$ cat src/rtl/fft_stage_ctrl.sv
// fft_stage_ctrl: address/sequence generator for an in-place radix-2 DIF FFT.
// Walks every stage, issues one butterfly per cycle (data addresses plus
// twiddle ROM address), then waits out the butterfly pipeline before the
// next stage. Optional bit-reversed unload is built when the macro
// FFT_BITREV_UNLOAD_EN is defined; otherwise rd_addr/rd_valid are tied to 0.
//
// Handshake: start is sampled only in IDLE; stall=1 in RUN (or UNLOAD) holds
// all counters and drops the valid for that edge, and has no effect
// elsewhere. busy covers start acceptance through the done pulse.
module fft_stage_ctrl #(
  parameter int N_LOG2   = 3,
  parameter int PIPE_LAT = 4
) (
  input  logic              clk,
  input  logic              rst,
  input  logic              start,
  input  logic              stall,
  output logic              busy,
  output logic              done,
  output logic [3:0]        stage,
  output logic              bf_valid,
  output logic [N_LOG2-1:0] addr_a,
  output logic [N_LOG2-1:0] addr_b,
  output logic [N_LOG2:0]   tw_addr,
  output logic              tw_valid,
  output logic [N_LOG2-1:0] rd_addr,
  output logic              rd_valid,
  output logic [2:0]        dbg_state_o
);

  localparam logic [3:0]        S_LAST = 4'(N_LOG2 - 1);
  localparam logic [3:0]        D_LAST = 4'(PIPE_LAT - 1);
  localparam logic [N_LOG2-2:0] B_LAST = '1;

  typedef enum logic [2:0] {
    S_IDLE  = 3'd0,
    S_RUN   = 3'd1,
    S_DRAIN = 3'd2,
`ifdef FFT_BITREV_UNLOAD_EN
    S_DONE  = 3'd3,
    S_UNLOAD = 3'd4
`else
    S_DONE  = 3'd3
`endif
  } state_t;

  state_t              state_q, state_d;
  logic [3:0]          s_q, s_d;
  logic [N_LOG2-2:0]   b_q, b_d;
  logic [3:0]          dcnt_q, dcnt_d;
  logic                busy_q, busy_d;
  logic                done_q, done_d;
  logic                bfv_q, bfv_d;
  logic [N_LOG2-1:0]   a_q, a_d;
  logic [N_LOG2-1:0]   bb_q, bb_d;
  logic [N_LOG2:0]     tw_q, tw_d;

  logic [N_LOG2-1:0]   h, hmask, b_ext, j, a_calc, bb_calc, k;

`ifdef FFT_BITREV_UNLOAD_EN
  localparam logic [N_LOG2:0] I_END = (N_LOG2 + 1)'(1 << N_LOG2);
  logic [N_LOG2:0]     i_q, i_d;
  logic                rdv_q, rdv_d;
  logic [N_LOG2-1:0]   rda_q, rda_d;

  function automatic logic [N_LOG2-1:0] bitrev(input logic [N_LOG2-1:0] v);
    logic [N_LOG2-1:0] r;
    for (int n = 0; n < N_LOG2; n++) r[n] = v[N_LOG2-1-n];
    return r;
  endfunction
`endif

  // Butterfly address math for (s_q, b_q); h is a power of two so g/j are masks.
  always_comb begin
    h       = N_LOG2'(1) << (S_LAST - s_q);
    hmask   = h - N_LOG2'(1);
    b_ext   = {1'b0, b_q};
    j       = b_ext & hmask;
    a_calc  = ((b_ext & ~hmask) << 1) | j;
    bb_calc = a_calc + h;
    k       = j << s_q;
  end

  // Next-state and registered-output logic.
  always_comb begin
    state_d = state_q;
    s_d     = s_q;
    b_d     = b_q;
    dcnt_d  = dcnt_q;
    busy_d  = busy_q;
    done_d  = 1'b0;
    bfv_d   = 1'b0;
    a_d     = a_q;
    bb_d    = bb_q;
    tw_d    = tw_q;
`ifdef FFT_BITREV_UNLOAD_EN
    i_d     = i_q;
    rdv_d   = 1'b0;
    rda_d   = rda_q;
`endif
    case (state_q)
      S_IDLE: begin
        if (start) begin
          state_d = S_RUN;
          busy_d  = 1'b1;
          s_d     = 4'd0;
          b_d     = '0;
        end
      end
      S_RUN: begin
        if (!stall) begin
          bfv_d = 1'b1;
          a_d   = a_calc;
          bb_d  = bb_calc;
          tw_d  = {1'b1, k};
          if (b_q == B_LAST) begin
            b_d     = '0;
            dcnt_d  = 4'd0;
            state_d = S_DRAIN;
          end else begin
            b_d = b_q + (N_LOG2 - 1)'(1);
          end
        end
      end
      S_DRAIN: begin
        if (dcnt_q == D_LAST) begin
          if (s_q < S_LAST) begin
            s_d     = s_q + 4'd1;
            state_d = S_RUN;
          end else begin
`ifdef FFT_BITREV_UNLOAD_EN
            i_d     = '0;
            state_d = S_UNLOAD;
`else
            done_d  = 1'b1;
            busy_d  = 1'b0;
            state_d = S_DONE;
`endif
          end
        end else begin
          dcnt_d = dcnt_q + 4'd1;
        end
      end
      S_DONE: begin
        state_d = S_IDLE;
      end
`ifdef FFT_BITREV_UNLOAD_EN
      S_UNLOAD: begin
        if (i_q == I_END) begin
          done_d  = 1'b1;
          busy_d  = 1'b0;
          state_d = S_DONE;
        end else if (!stall) begin
          rdv_d = 1'b1;
          rda_d = bitrev(i_q[N_LOG2-1:0]);
          i_d   = i_q + (N_LOG2 + 1)'(1);
        end
      end
`endif
      default: state_d = S_IDLE;
    endcase
  end

  // State and output registers; reset clears everything and aborts a transform.
  always_ff @(posedge clk) begin
    if (rst) begin
      state_q <= S_IDLE;
      s_q     <= '0;
      b_q     <= '0;
      dcnt_q  <= '0;
      busy_q  <= 1'b0;
      done_q  <= 1'b0;
      bfv_q   <= 1'b0;
      a_q     <= '0;
      bb_q    <= '0;
      tw_q    <= '0;
`ifdef FFT_BITREV_UNLOAD_EN
      i_q     <= '0;
      rdv_q   <= 1'b0;
      rda_q   <= '0;
`endif
    end else begin
      state_q <= state_d;
      s_q     <= s_d;
      b_q     <= b_d;
      dcnt_q  <= dcnt_d;
      busy_q  <= busy_d;
      done_q  <= done_d;
      bfv_q   <= bfv_d;
      a_q     <= a_d;
      bb_q    <= bb_d;
      tw_q    <= tw_d;
`ifdef FFT_BITREV_UNLOAD_EN
      i_q     <= i_d;
      rdv_q   <= rdv_d;
      rda_q   <= rda_d;
`endif
    end
  end

  assign busy        = busy_q;
  assign done        = done_q;
  assign stage       = s_q;
  assign bf_valid    = bfv_q;
  assign tw_valid    = bfv_q;
  assign addr_a      = a_q;
  assign addr_b      = bb_q;
  assign tw_addr     = tw_q;
  assign dbg_state_o = state_q;
`ifdef FFT_BITREV_UNLOAD_EN
  assign rd_addr  = rda_q;
  assign rd_valid = rdv_q;
`else
  assign rd_addr  = '0;
  assign rd_valid = 1'b0;
`endif

endmodule

$ cat config.mk
export PLATFORM = sky130hd
export DESIGN_NAME = fft_stage_ctrl
export DESIGN_NICKNAME = d
export VERILOG_FILES = /design/src/rtl/fft_stage_ctrl.sv
export SDC_FILE = /design/constraint.sdc
export NUM_CORES = 1
export LEC_CHECK = 0
export BUFFER_PORTS_ARGS = -buffer_cell sky130_fd_sc_hd__buf_2
export CORE_ASPECT_RATIO = 0.9
export CORE_MARGIN = 2
export CORE_UTILIZATION = 53
export CTS_BUF_LIST = sky130_fd_sc_hd__clkbuf_16
export DETAILED_ROUTE_END_ITERATION = 10
export GPL_TIMING_DRIVEN = 0
export PLACE_DENSITY = 0.8
export SYNTH_ARGS = -nofsm -noshare
export SYNTH_HDL_FRONTEND = slang
export SYNTH_SLANG_ARGS = --single-unit
$ cat constraint.sdc
create_clock -name clk -period 3.8 [get_ports clk]
set_clock_uncertainty 0.2 [all_clocks]
set_input_delay 0.38 -clock clk [delete_from_list [all_inputs] [get_ports clk]]
set_output_delay 0.38 -clock clk [all_outputs]
set_load 0.01 [all_outputs]
==> results.cfg <==
[power]
ir_worst_vdd_mv = 0.410
p_comb_share_pct = 11.5
p_leak_nw = 0.667
sw_frac_of_total_pct = 23.6
total_power_mw = 0.573
pwr-share-clk_pct = 40.1
power.density_nw_per_um2 = 354
seq_power_share_pct = 48.4
power_switching_mw = 0.135
intPower_mw = 0.438

[die]
initial_core_util_pct = 55.7
dieArea_um2 = 3020
rows = 17
die_w_um = 57.7
die_h_um = 52.3
io_pins = 29
core_um2 = 2470

[sta]
hold_viol = 0
period_share_pct = 79.4
relSlewSlack_pct = 64.7
finalCriticalPeriod_ns = 3.02
tns_ns = 0
setup_viol = 0
timing.fmax_mhz = 332
worst_pin_slew_ns = 0.527
rsz0062_at_grt = no
maxSlewViolCount = 0

[yosys]
synth-edff-count = 0
yosys.cell_count.top_type = dfxtp_1
synth_area_per_cell_um2 = 8.54
ys_seq_area_share_pct = 36.4
synth_top_area_cell = dfxtp_1
synth_top_area_share_pct = 36.4
yosysUniqueCellTypes = 49
syn-cell-area_um2 = 1380
synthArstFlopShare_pct = 0
synth_common_cells = dfxtp_1 (25), nor2_1 (19), a21oi_1 (13), nand2_1 (13), buf_4 (7)
synth_cells = 161
ys_ff_latch = 25
yosys_warnings = 0
ys.flop_type = dfxtp_1
synthTopCellsByArea = dfxtp_1 (36%), nor2_1 (5.2%), a21oi_1 (4.7%)

[final_layout]
nets = 202
drive_gt1_share_pct = 21.9
n_antenna_cell = 0
fin_area_um2 = 1620
area_growth_pct = 17.7
nFillCells = 214
postLayoutCoreUtil_pct = 65.6
regArea_um2 = 500
multiInputGateArea_um2 = 773

[worst_setup_path]
endpoint_kind = register
rrSetupSlack_ns = 0.78
r2r_cells = 12
worst_setup_path_start_kind = register
r2r-end = addr_b[2]
critPathRequiredTime_ns = 3.77
regToRegStartpoint = stage[0]
critPathArrivalTime_ns = 2.99
cp_max_fo = 10
critPathLaunch = stage[0]
setup.worst_path.class = register to register

[clocking]
root_buffer = clkbuf_16
h-tree-depth = 1
ctsLongestPathBuffers = 2
holdBufCountCts = 0
clk_pin_slew_ns = 0.06
numCtsBuffers = 3
cts_resized = 0
clock_sinks = 25
cts_tree = built
cts_setup_buffers = 0
clkLatencyLatePin_ns = 0.26

[drt]
avgRoutedWirePerCell_um = 14.4
ant_nets = 0
drc = 0
drt_wl_total_mm = 3.17
initialDrtViolationCount = 75
via_per_inst = 5.78
firstDrtPassIters = 4
num_vias = 1271

[placed_design]
placed_area_um2 = 1540
hpwl_mm = 2.31
gp_congestion = 0.848
portBuffers = 22

[grt]
grt_use_total_pct = 22.7
grtUsageMet1_pct = 28.2
grt_max_degree = 14
busiest_layer = met2
grt_overflow = 0
use_met2_pct = 38.4
use_met3_pct = 5.43
first_global_vias = 1129
antenna_found_initial = 0
grt_first_pass_wirelength_mm = 5.13

[min_path]
whs_path_depth = 3
min_path_type = input pin to register
worstHoldEndpoint = busy
min-delay-start = start

[run]
drv_cap = 0

[run_status]
status = complete, no violations
==> placed cells by master, fill, tap and decap left out, types with 2 or more instances in the layout <==
| cell | netlist | routed |
|---|---|---|
| buf_4 | 7 | 7 |
| and2_1 | 3 | 3 |
| o211ai_1 | 2 | 2 |
| clkbuf_16 | 0 | 3 |
| conb_1 | 1 | 6 |
| a211oi_1 | 2 | 2 |
| nand2_1 | 13 | 13 |
| nor2_1 | 19 | 19 |
| dfxtp_1 | 25 | 25 |
| a21o_1 | 2 | 2 |
| nor3_1 | 5 | 5 |
| ha_1 | 4 | 4 |
| a21oi_1 | 13 | 13 |
| or3_1 | 2 | 2 |
| nor3b_1 | 2 | 2 |
| clkbuf_1 | 5 | 5 |
| buf_2 | 3 | 25 |
| or3b_1 | 2 | 2 |
| inv_1 | 6 | 7 |
| a32oi_1 | 2 | 2 |
| nand4_1 | 2 | 2 |
| a22oi_1 | 4 | 4 |
| nand2b_1 | 5 | 5 |
| a211o_1 | 2 | 2 |
| nand3_1 | 5 | 5 |
==> worst max path at each step <==
stage | cells past startpoint | slack (ns) | endpoint
4_1_cts | 12 | 0.78 | addr_b[2]
3_3_place_gp | 12 | 0.94 | addr_b[2]
6_report | 12 | 0.78 | addr_b[2]
2_1_floorplan | 12 | 1.06 | addr_b[2]
3_5_place_dp | 12 | 0.79 | addr_b[2]
5_1_grt | 12 | 0.60 | addr_b[2]
==> sequential cells by signal, indices dropped and copies added (netlist names) <==
| name | count |
|---|---|
| done | 1 |
| b_q | 2 |
| bf_valid | 1 |
| addr_b | 3 |
| addr_a | 3 |
| dcnt_q | 4 |
| stage | 4 |
| busy | 1 |
| tw_addr | 4 |
| dbg_state_o | 2 |
==> area by class of cell <==
class                      instances  share of cell area, %
timing repair buffer              22                   6.81
sequential                        25                   30.9
tap                               28                   2.17
clock buffer                       3                   4.64
multi-input combinational        119                   47.8
clock inverter                     1                  0.232
buffer                            16                   6.03
inverter                           6                   1.39
==> logic make-up (layout without fill, tap and decap cells) <==
family          after synthesis  count (layout)  share of synthesized area [%]
compound gates               38              38                           19.8
xor+xnor                      1               1                          0.637
fa+ha+maj                     5               5                           5.10
buf+inv                      22              48                           8.73
flops                        25              25                           36.4
mux                           1               1                          0.728
other cells                   1               6                          0.273
simple gates                 68              68                           28.3
==> stage by stage <==
step                setup WS (ns)  instances  hold WS, ns
floorplan                    1.06        166        0.276
global placement            0.940        216        0.240
detailed placement          0.795        216        0.246
CTS                         0.782        220        0.190
global route                0.601        220        0.207
finish                      0.784        220        0.190
==> power groups by stage <==
| stage | clock network, mW | logic [mW] | registers (mW) |
|---|---|---|---|
| after floorplan | 0 | 0.0438 | 0.285 |
| after global placement | 0 | 0.0635 | 0.282 |
| after detailed placement | 0 | 0.0651 | 0.283 |
| after CTS | 0.234 | 0.0657 | 0.277 |
| after global routing | 0.246 | 0.0735 | 0.278 |
| final | 0.230 | 0.0657 | 0.277 |
==> critical path, cell delays in order, from the launching register on <==
cell and delay (ns):
dfxtp_1 0.40, buf_2 0.23, inv_1 0.12, ha_1 0.31, clkbuf_1 0.20, nor2_1 0.22
nand3_1 0.17, nand3_1 0.18, nand2_1 0.10, fa_1 0.41, inv_1 0.06, o211ai_1 0.08
a311oi_1 0.25
==> routing by layer <==
metal  vias to the layer above  share of wire [%]
met5                         -                  0
met4                         0               0.79
met3                         4                4.8
met2                        33                 51
met1                       607                 43
li1                        627                  -
Power figures use the tool's default switching activity.
